File: src/rtl/pwm_ramp_if.sv
// Control/status bundle between a PWM sequencing master and pwm_ramp_controller.
interface pwm_ramp_if #(
    parameter int unsigned RES_BITS = 4
);
    logic                en;
    logic [1:0]          mode;
    logic [RES_BITS-1:0] duty_in;
    logic                pwm_out;
    logic [RES_BITS-1:0] duty_cur;
    logic                period_done;
    logic [1:0]          state;

    modport master (
        output en, mode, duty_in,
        input  pwm_out, duty_cur, period_done, state
    );

    modport slave (
        input  en, mode, duty_in,
        output pwm_out, duty_cur, period_done, state
    );
endinterface

File: src/rtl/pwm_ramp_controller.sv
// PWM counter/prescaler with a manual or auto-ramping duty that is only ever updated at a
// period boundary, so the output never shows a partial period.
module pwm_ramp_controller #(
    parameter int unsigned RES_BITS     = 4,
    parameter int unsigned PRESCALE     = 1000,
    parameter int unsigned STEP_PERIODS = 8
) (
    input logic       clk,
    input logic       reset,
    pwm_ramp_if.slave bus
);
    localparam int unsigned PW = (PRESCALE > 1) ? $clog2(PRESCALE) : 1;
    localparam int unsigned SW = (STEP_PERIODS > 1) ? $clog2(STEP_PERIODS) : 1;
    localparam logic [RES_BITS-1:0] DutyMax  = {RES_BITS{1'b1}};
    localparam logic [PW-1:0]       PcntLast = PW'(PRESCALE - 1);
    localparam logic [SW-1:0]       ScntLast = SW'(STEP_PERIODS - 1);

    typedef enum logic [1:0] {
        StManual = 2'b00,
        StUp     = 2'b01,
        StDown   = 2'b10
    } state_e;

    state_e              state_q, state_d;
    logic [RES_BITS-1:0] duty_q, duty_d;
    logic [RES_BITS-1:0] cnt_q;
    logic [PW-1:0]       pcnt_q;
    logic [SW-1:0]       scnt_q, scnt_d;
    logic                pwm_q;
    logic                done_q;
    logic                tick, wrap, step, manual;

    assign tick   = bus.en && (pcnt_q == PcntLast);
    assign wrap   = tick && (cnt_q == DutyMax);
    assign step   = wrap && (scnt_q == ScntLast);
    assign manual = (bus.mode == 2'b00) || (bus.mode == 2'b11);

    // Timebase: a disabled engine parks every counter so re-enable starts a clean period.
    always_ff @(posedge clk or negedge reset) begin
        if (!reset) begin
            pcnt_q <= '0;
            cnt_q  <= '0;
            pwm_q  <= 1'b0;
            done_q <= 1'b0;
        end else if (!bus.en) begin
            pcnt_q <= '0;
            cnt_q  <= '0;
            pwm_q  <= 1'b0;
            done_q <= 1'b0;
        end else begin
            pcnt_q <= tick ? '0 : pcnt_q + 1'b1;
            if (tick) begin
                cnt_q <= cnt_q + 1'b1;
            end
            pwm_q  <= cnt_q < duty_q;
            done_q <= wrap;
        end
    end

    always_ff @(posedge clk or negedge reset) begin
        if (!reset) begin
            state_q <= StManual;
            duty_q  <= '0;
            scnt_q  <= '0;
        end else begin
            state_q <= state_d;
            duty_q  <= duty_d;
            scnt_q  <= scnt_d;
        end
    end

    always_comb begin
        state_d = state_q;
        duty_d  = duty_q;
        scnt_d  = scnt_q;
        if (!bus.en) begin
            scnt_d = '0;
        end else if (wrap) begin
            if (manual) begin
                state_d = StManual;
                duty_d  = bus.duty_in;
            end else begin
                case (state_q)
                    StUp: begin
                        if (step) begin
                            if (duty_q != DutyMax) begin
                                duty_d = duty_q + 1'b1;
                            end else if (bus.mode == 2'b01) begin
                                state_d = StDown;
                                duty_d  = duty_q - 1'b1;
                            end else begin
                                duty_d = '0;
                            end
                        end
                    end
                    StDown: begin
                        // Sawtooth only ramps upward, so leaving triangle turns around at once.
                        if (bus.mode == 2'b10) begin
                            state_d = StUp;
                        end else if (step) begin
                            if (duty_q != '0) begin
                                duty_d = duty_q - 1'b1;
                            end else begin
                                state_d = StUp;
                                duty_d  = duty_q + 1'b1;
                            end
                        end
                    end
                    default: state_d = StUp;
                endcase
            end
            if ((state_d != state_q) || (state_d == StManual) || step) begin
                scnt_d = '0;
            end else begin
                scnt_d = scnt_q + 1'b1;
            end
        end
    end

    always_comb begin
        bus.pwm_out     = pwm_q;
        bus.duty_cur    = duty_q;
        bus.period_done = done_q;
        bus.state       = state_q;
    end
endmodule

File: src/flat_wrapper.sv
// flat-port wrapper written by rule: the top's interface ports become plain ports
module pwm_ramp_controller_flat 
#(
    parameter int unsigned RES_BITS     = 4,
    parameter int unsigned PRESCALE     = 1000,
    parameter int unsigned STEP_PERIODS = 8
)
  (clk, reset, bus_en, bus_mode, bus_duty_in, bus_pwm_out, bus_duty_cur, bus_period_done, bus_state);
  pwm_ramp_if #(.RES_BITS(RES_BITS)) bus_i ();
  input logic clk;
  input logic reset;
  input wire logic [$bits(bus_i.en)-1:0] bus_en;
  input wire logic [$bits(bus_i.mode)-1:0] bus_mode;
  input wire logic [$bits(bus_i.duty_in)-1:0] bus_duty_in;
  output wire logic [$bits(bus_i.pwm_out)-1:0] bus_pwm_out;
  output wire logic [$bits(bus_i.duty_cur)-1:0] bus_duty_cur;
  output wire logic [$bits(bus_i.period_done)-1:0] bus_period_done;
  output wire logic [$bits(bus_i.state)-1:0] bus_state;
  assign bus_i.en = bus_en;
  assign bus_i.mode = bus_mode;
  assign bus_i.duty_in = bus_duty_in;
  assign bus_pwm_out = bus_i.pwm_out;
  assign bus_duty_cur = bus_i.duty_cur;
  assign bus_period_done = bus_i.period_done;
  assign bus_state = bus_i.state;
  pwm_ramp_controller #(.RES_BITS(RES_BITS), .PRESCALE(PRESCALE), .STEP_PERIODS(STEP_PERIODS)) u_core (.clk(clk), .reset(reset), .bus(bus_i));
endmodule
File: config.mk
export PLATFORM = sky130hd
export DESIGN_NAME = pwm_ramp_controller_flat
export DESIGN_NICKNAME = d
export VERILOG_FILES = /design/src/rtl/pwm_ramp_if.sv /design/src/rtl/pwm_ramp_controller.sv /design/src/flat_wrapper.sv
export SDC_FILE = /design/constraint.sdc
export NUM_CORES = 1
export LEC_CHECK = 0
export BUFFER_PORTS_ARGS = -buffer_cell sky130_fd_sc_hd__buf_4
export CORE_MARGIN = 2
export CORE_UTILIZATION = 35
export DETAILED_ROUTE_END_ITERATION = 12
export SLEW_MARGIN = 20
export SYNTH_ARGS = -nofsm -noshare
export SYNTH_HDL_FRONTEND = slang
export SYNTH_SLANG_ARGS = --single-unit
File: constraint.sdc
create_clock -name clk -period 3.64 [get_ports clk]
set_input_delay 1.092 -clock clk [delete_from_list [all_inputs] [get_ports clk]]
set_output_delay 1.092 -clock clk [all_outputs]
set_load 0.02 [all_outputs]
==> results of run 1 <==
[kinds of logic after synthesis]
group	count (synthesis)	share of synthesized area
AOI/OAI and AO/OA	36	0.157
xor gates and xnor gates	11	0.0591
adders and majority gates	13	0.0998
buffers and inverters	20	0.0507
DFF	25	0.384
muxes	3	0.0223
and+or+nand+nor	70	0.227
[per-stage QoR]
stage          total power, mW  instances
2_1_floorplan            0.311        178
3_3_place_gp             0.330        240
3_5_place_dp             0.330        240
4_1_cts                  0.502        244
5_1_grt                  0.524        244
6_report                 0.496        244
[layer usage]
metal  global-route usage  share of wire  vias to the layer above  wire, microns
li1                     -              -                      656              -
met5                    0              0                        -              0
met1                0.181           0.51                      582           1560
met3               0.0333          0.034                        5            105
met4               0.0314         0.0089                        0             27
met2                0.215           0.44                       19           1360
[final cells by class]
type / instances / area, sq um / share of cell area
inverter: 13 / 48.8 / 0.0266
clock inverter: 1 / 7.51 / 0.00409
tap: 52 / 65.1 / 0.0354
sequential: 25 / 626 / 0.341
clock buffer: 3 / 41.3 / 0.0225
multi-input combinational: 133 / 921 / 0.501
timing repair buffer: 17 / 128 / 0.0695
[cell usage after synthesis]
library cell,instances,share of area
or2b_1,1,0.0046
buf_6,1,0.0069
a41oi_1,1,0.0054
o211ai_2,1,0.0077
mux2_4,1,0.0092
nand3_1,10,0.031
and3b_1,1,0.0054
a21boi_0,2,0.0092
clkbuf_1,6,0.014
o31ai_1,2,0.0092
a221oi_1,2,0.011
a31oi_1,1,0.0038
nand3b_1,4,0.018
xnor2_1,7,0.038
a31oi_2,1,0.0077
or4_1,1,0.0046
mux2i_1,1,0.0061
o41ai_2,3,0.030
nor2_1,17,0.039
and3_1,4,0.015
nand4_1,3,0.012
nand2_1,12,0.028
nor3_1,5,0.015
or3_2,1,0.0046
ha_1,13,0.10
o21ai_1,1,0.0031
inv_1,13,0.030
and2_1,5,0.019
mux2_2,1,0.0069
xor2_1,4,0.022
dfrtp_1,25,0.38
nand2b_1,1,0.0038
nand4_2,1,0.0077
a211oi_1,2,0.0092
a21oi_1,8,0.025
nor3b_1,3,0.014
o21ai_0,12,0.037
and3_2,1,0.0046
[flip-flops by register name (all words and copies together) (netlist names)]
| register | flops |
|---|---|
| u_core.bus.duty_cur | 4 |
| u_core.bus.period_done | 1 |
| u_core.cnt_q | 4 |
| u_core.bus.state | 2 |
| u_core.scnt_q | 3 |
| u_core.bus.pwm_out | 1 |
| u_core.pcnt_q | 10 |
[worst register-to-register path, delay by kind of cell (launching register included)]
family                     cells  cell delay [ps]
AOI/OAI and AO/OA              3              530
adders and majority gates      1              220
DFF                            1              410
muxes                          1              350
and+or+nand+nor                3              870
[worst paths after layout]
kind / from / to / slack [ps]
max reg2reg: u_core.pcnt_q[0] / u_core.scnt_q[1] / 1170
max in group asynchronous: reset / u_core.pcnt_q[8] / 2690
min: u_core.pcnt_q[0] / u_core.pcnt_q[0] / 500
min reg2reg: u_core.pcnt_q[0] / u_core.pcnt_q[0] / 500
min in group asynchronous: reset / u_core.bus.duty_cur[3] / 700
max: bus_en / u_core.scnt_q[1] / 930
[power groups by stage]
stage / registers [mW] / clock network, mW / logic [mW]
CTS: 0.284 / 0.177 / 0.0412
global route: 0.285 / 0.193 / 0.0459
floorplan: 0.289 / 0 / 0.0216
global placement: 0.289 / 0 / 0.0406
finish: 0.283 / 0.173 / 0.0401
detailed placement: 0.289 / 0 / 0.0411
==> out/metrics.cfg, run 1 <==
[routing]
viasPerCell = 5.17
num_vias = 1262
drc = 0
drtIter0Drc = 62
drt-pass1-iter-count = 4
ant_nets = 0
totalWireLength_mm = 3.05
wire_per_inst_microns = 12.5

[layout]
design_area_sq_mm = 0.00184
fin_util = 0.416
diodes = 0
drive_above_1_share = 0.161
final_common_cell = dfrtp_1
final_nets = 215
fill_cells = 437
syn_to_final_growth_pct = 12.7
final_cell_mix = dfrtp_1 (25), nor2_1 (17), buf_4 (17), inv_1 (13), ha_1 (13)

[sta]
fin_ws_ps = 927
finalCritPeriodShare = 0.745
fmax_mhz = 369
finalClockSkew_ps = 2.51
finalSetupViolCount = 0
worst_hold_slack_ps = 501
maxSlewHeadroom = 0.642
tightest_slew_ps = 533
hold_viol = 0
tns_ps = 0
fin_crit_ps = 2710
rsz0062_at_grt = no
report.final.slew_viol_count = 0

[logic_synthesis]
synth_cell_types = 38
avgSynthCellArea_sq_um = 9.15
synth-seq-cells = 25
yosys_warnings = 0
syn-num-nets = 200
syn-instance-count = 178
ys_seq_area_frac = 0.384
syn_area_sq_mm = 0.00163

[placed_design]
dpl_cell_area_sq_mm = 0.00179
gp_congestion = 0.817
port_buffers = 16
dp_slack_ps = 634
hpwl_mm = 2.29

[global_routing]
grt_max_degree = 26
grt_usage = 0.134
antenna_found_initial = 0
grt_overflow = 0
grt_pass1_vias = 1220
grt_pass1_wl_mm = 5.58

[critical_path]
path_cells = buf_4 -> nand4_1 -> or4_1 -> nor2_1 -> o31ai_1 -> a31oi_2 -> mux2_4 -> o41ai_2
cpLargestDelayFamily = simple AND/OR/NAND/NOR gates
worst_setup_path_end_kind = register
crit_type = in -> reg
reg2regPathDepth = 8
arrival_ps = 2890
worst-path-stages = 8
critPathLaunchType = input port
cp_slowest_cell = or4_1
path_max_fanout = 12
cp.required_ps = 3820
cp_slowest_stage_delay_ps = 460
path_buf_inv = 1

[cts]
cts_setup_buffers = 0
numCtsBuffers = 3
clock_latency_ps = 270
cts_tree = yes
path_clk_slew_ps = 90
clock_path_buffers = 2
cts_hold_buf = 0
cts_resized = 0
cts-root-buf = clkbuf_8
htreeDepth = 1
clock-sinks = 25

[floorplanning]
die_h_microns = 72.2
core_area_sq_mm = 0.00441
floorplan.initialDensity = 0.369
io_pins = 17
die_w_microns = 72.2
die_area_sq_mm = 0.00522
rows = 24

[power]
sw_frac_of_total = 0.243
p_switching_mw = 0.121
p_int_mw = 0.376
pwr-share-clk = 0.348
p_seq_frac = 0.571
combPwrFrac = 0.081
max-vdd-ir-drop_v = 0.000151
power.leakage_nw = 0.852
powerDensity_mw_per_mm2 = 270

[status]
status = finished, final reports clean

[flow_run]
drv_cap = 0

[min_path]
hold_depth = 1
min_path_type = reg -> reg

Note: power is estimated with default switching activity, not from simulation.
==> inputs of run 2 (changes only) <==
- clock period: 3.64 -> 2.5 ns (I/O delays scaled with it)
==> run 2 against run 1 <==
Compared with the run above:
- clock skew grew 3.8 ps
- combinational power up 61%
- final cell count is 2.9% higher
- largest cell class unchanged
- register-to-register slack got worse by 1000 ps
- sequential share of layout area is 1.3 points lower
- die area stayed put
- critical endpoint is now u_core.scnt_q[0]
- via count is 1.5% higher
- sequential power is 46% higher
- non-clock buffer count is 7 higher
- clock power is 46% higher
==> out/metrics.cfg, run 2 (synthesized netlist as in run 1, its figures left out) <==
[routing]
totalWireLength_mm = 3.10  ; +1.6%
num_vias = 1281  ; +1.5%
viasPerCell = 5.10  ; -1.3%
drt-pass1-iter-count = 4  ; unchanged
wire_per_inst_microns = 12.3  ; -1.3%
drc = 0  ; unchanged
drtIter0Drc = 85  ; +37%
ant_nets = 0  ; unchanged

[layout]
syn_to_final_growth_pct = 17.1
fill_cells = 442  ; +1.1%
design_area_sq_mm = 0.00191  ; +3.9%
drive_above_1_share = 0.206  ; +0.0446
largest_reg_flops = 10  ; unchanged
final_common_cell = dfrtp_1
diodes = 0  ; unchanged
final_cell_mix = dfrtp_1 (25), buf_4 (24), nor2_1 (16), inv_1 (13)
regMostFlops = u_core.pcnt_q
final_nets = 222  ; +3.3%

[placed_design]
gp_congestion = 0.817  ; about the same
hpwl_mm = 2.32  ; +0.89%
port_buffers = 16  ; unchanged
dp_slack_ps = -87.3  ; -721 ps
dpl_cell_area_sq_mm = 0.00183  ; +2.5%

[flow_run]
drv_cap = 0  ; unchanged

[global_routing]
antenna_found_initial = 0  ; unchanged
grt_max_degree = 26  ; unchanged
grt_pass1_vias = 1244  ; +2.0%
grt_pass1_wl_mm = 5.60  ; +0.36%
grt_overflow = 0  ; unchanged
grt_usage = 0.134  ; about the same

[cts]
cts_hold_buf = 0  ; unchanged
clock_path_buffers = 2  ; unchanged
clock-sinks = 25  ; unchanged
htreeDepth = 1  ; unchanged
clock_latency_ps = 270  ; about the same
cts_tree = yes
path_clk_slew_ps = 100  ; about the same
cts-root-buf = clkbuf_8
numCtsBuffers = 3  ; unchanged

[critical_path]
path_max_fanout = 9  ; -3
critPathLaunchType = register
worst_setup_path_end_kind = register
cp.required_ps = 2680  ; -1140 ps
cpLargestDelayFamily = simple AND/OR/NAND/NOR gates
path_cells = ha_4 -> nand3b_1 -> or4_4 -> buf_4 -> o211ai_2 -> a31oi_2 -> mux2_4 -> o41ai_2
cp_slowest_cell = or4_4
cp_slowest_stage_delay_ps = 510  ; +50 ps
arrival_ps = 2550  ; -340 ps
path_buf_inv = 1  ; unchanged
crit_type = reg -> reg
ff2ff_setup_slack_ps = 130  ; -1040 ps

[sta]
fin_crit_ps = 2370
fmax_mhz = 423
fin_ws_ps = 135  ; -792 ps
tightest_slew_ps = 412  ; -121 ps
finalClockSkew_ps = 6.32  ; +3.81 ps
finalSetupViolCount = 0  ; unchanged
maxSlewHeadroom = 0.725  ; +0.0831
hold_viol = 0  ; unchanged
report.final.slew_viol_count = 0  ; unchanged
finalCritPeriodShare = 0.946
tns_ps = 0  ; unchanged

[power]
max-vdd-ir-drop_v = 0.000330  ; +120%
power.leakage_nw = 0.887  ; +4.2%
powerDensity_mw_per_mm2 = 384  ; +42%

[floorplanning]
die_area_sq_mm = 0.00522  ; unchanged
io_pins = 17  ; unchanged
core_area_sq_mm = 0.00441  ; unchanged
die_w_microns = 72.2  ; unchanged
rows = 24  ; unchanged
die_h_microns = 72.2  ; unchanged
floorplan.initialDensity = 0.369  ; unchanged

[min_path]
min_path_type = in -> async

[status]
status = finished, final reports clean

run 2: cell count changes in the layout (fill, tap and decap cells not counted):
cell,change
nor2_2,+1
buf_4,+7
ha_4,+1
ha_1,-1
or4_1,-1
nor2_1,-1
or4_4,+1
run 2: through the flow:
step / hold slack (ps) / std cells / power [mW] / util
after detailed placement: 481 / 246 / 0.483 / 0.415
after floorplan: 454 / 178 / 0.453 / -
final: 366 / 251 / 0.732 / 0.432
after global placement: 483 / 246 / 0.483 / 0.415
after CTS: 374 / 250 / 0.737 / 0.426
after global routing: 378 / 251 / 0.774 / 0.432
run 2: final cells by class:
class / count / area (sq um) / share of cell area
flip-flops and latches: 25 / 626 / 0.328
well taps: 52 / 65.1 / 0.0341
repair buffers: 24 / 180 / 0.0944
clock inverters: 1 / 7.51 / 0.00393
inverters: 13 / 48.8 / 0.0256
multi-input cells: 133 / 940 / 0.492
clock buffers: 3 / 41.3 / 0.0216
run 2: where the power goes:
part	switching [mW]	internal, mW
Clock	0.140	0.113
Combinational	0.0343	0.0302
Sequential	0.00573	0.409
run 2: final timing paths:
check                                 start                     end  cells past startpoint
hold reg to reg            u_core.scnt_q[0]        u_core.scnt_q[0]                      1
hold / removal                        reset  u_core.bus.duty_cur[3]                      1
setup / recovery           u_core.pcnt_q[0]        u_core.scnt_q[0]                      8
max in group asynchronous             reset        u_core.scnt_q[1]                      1
setup reg to reg           u_core.pcnt_q[0]        u_core.scnt_q[0]                      8
min in group clk           u_core.scnt_q[0]        u_core.scnt_q[0]                      1
run 2: per-layer routing:
metal | part of all wire | track usage
met5 | 0 | 0
met4 | 0.0058 | 0.0189
met3 | 0.033 | 0.0292
met2 | 0.44 | 0.213
met1 | 0.52 | 0.190
run 2: timing repair:
action / in CTS / in global routing
endpoints found under the setup margin: 0 / 3
gates resized for setup: 0 / 4
endpoints found under the hold margin: 0 / 0
setup buffers: 0 / 1
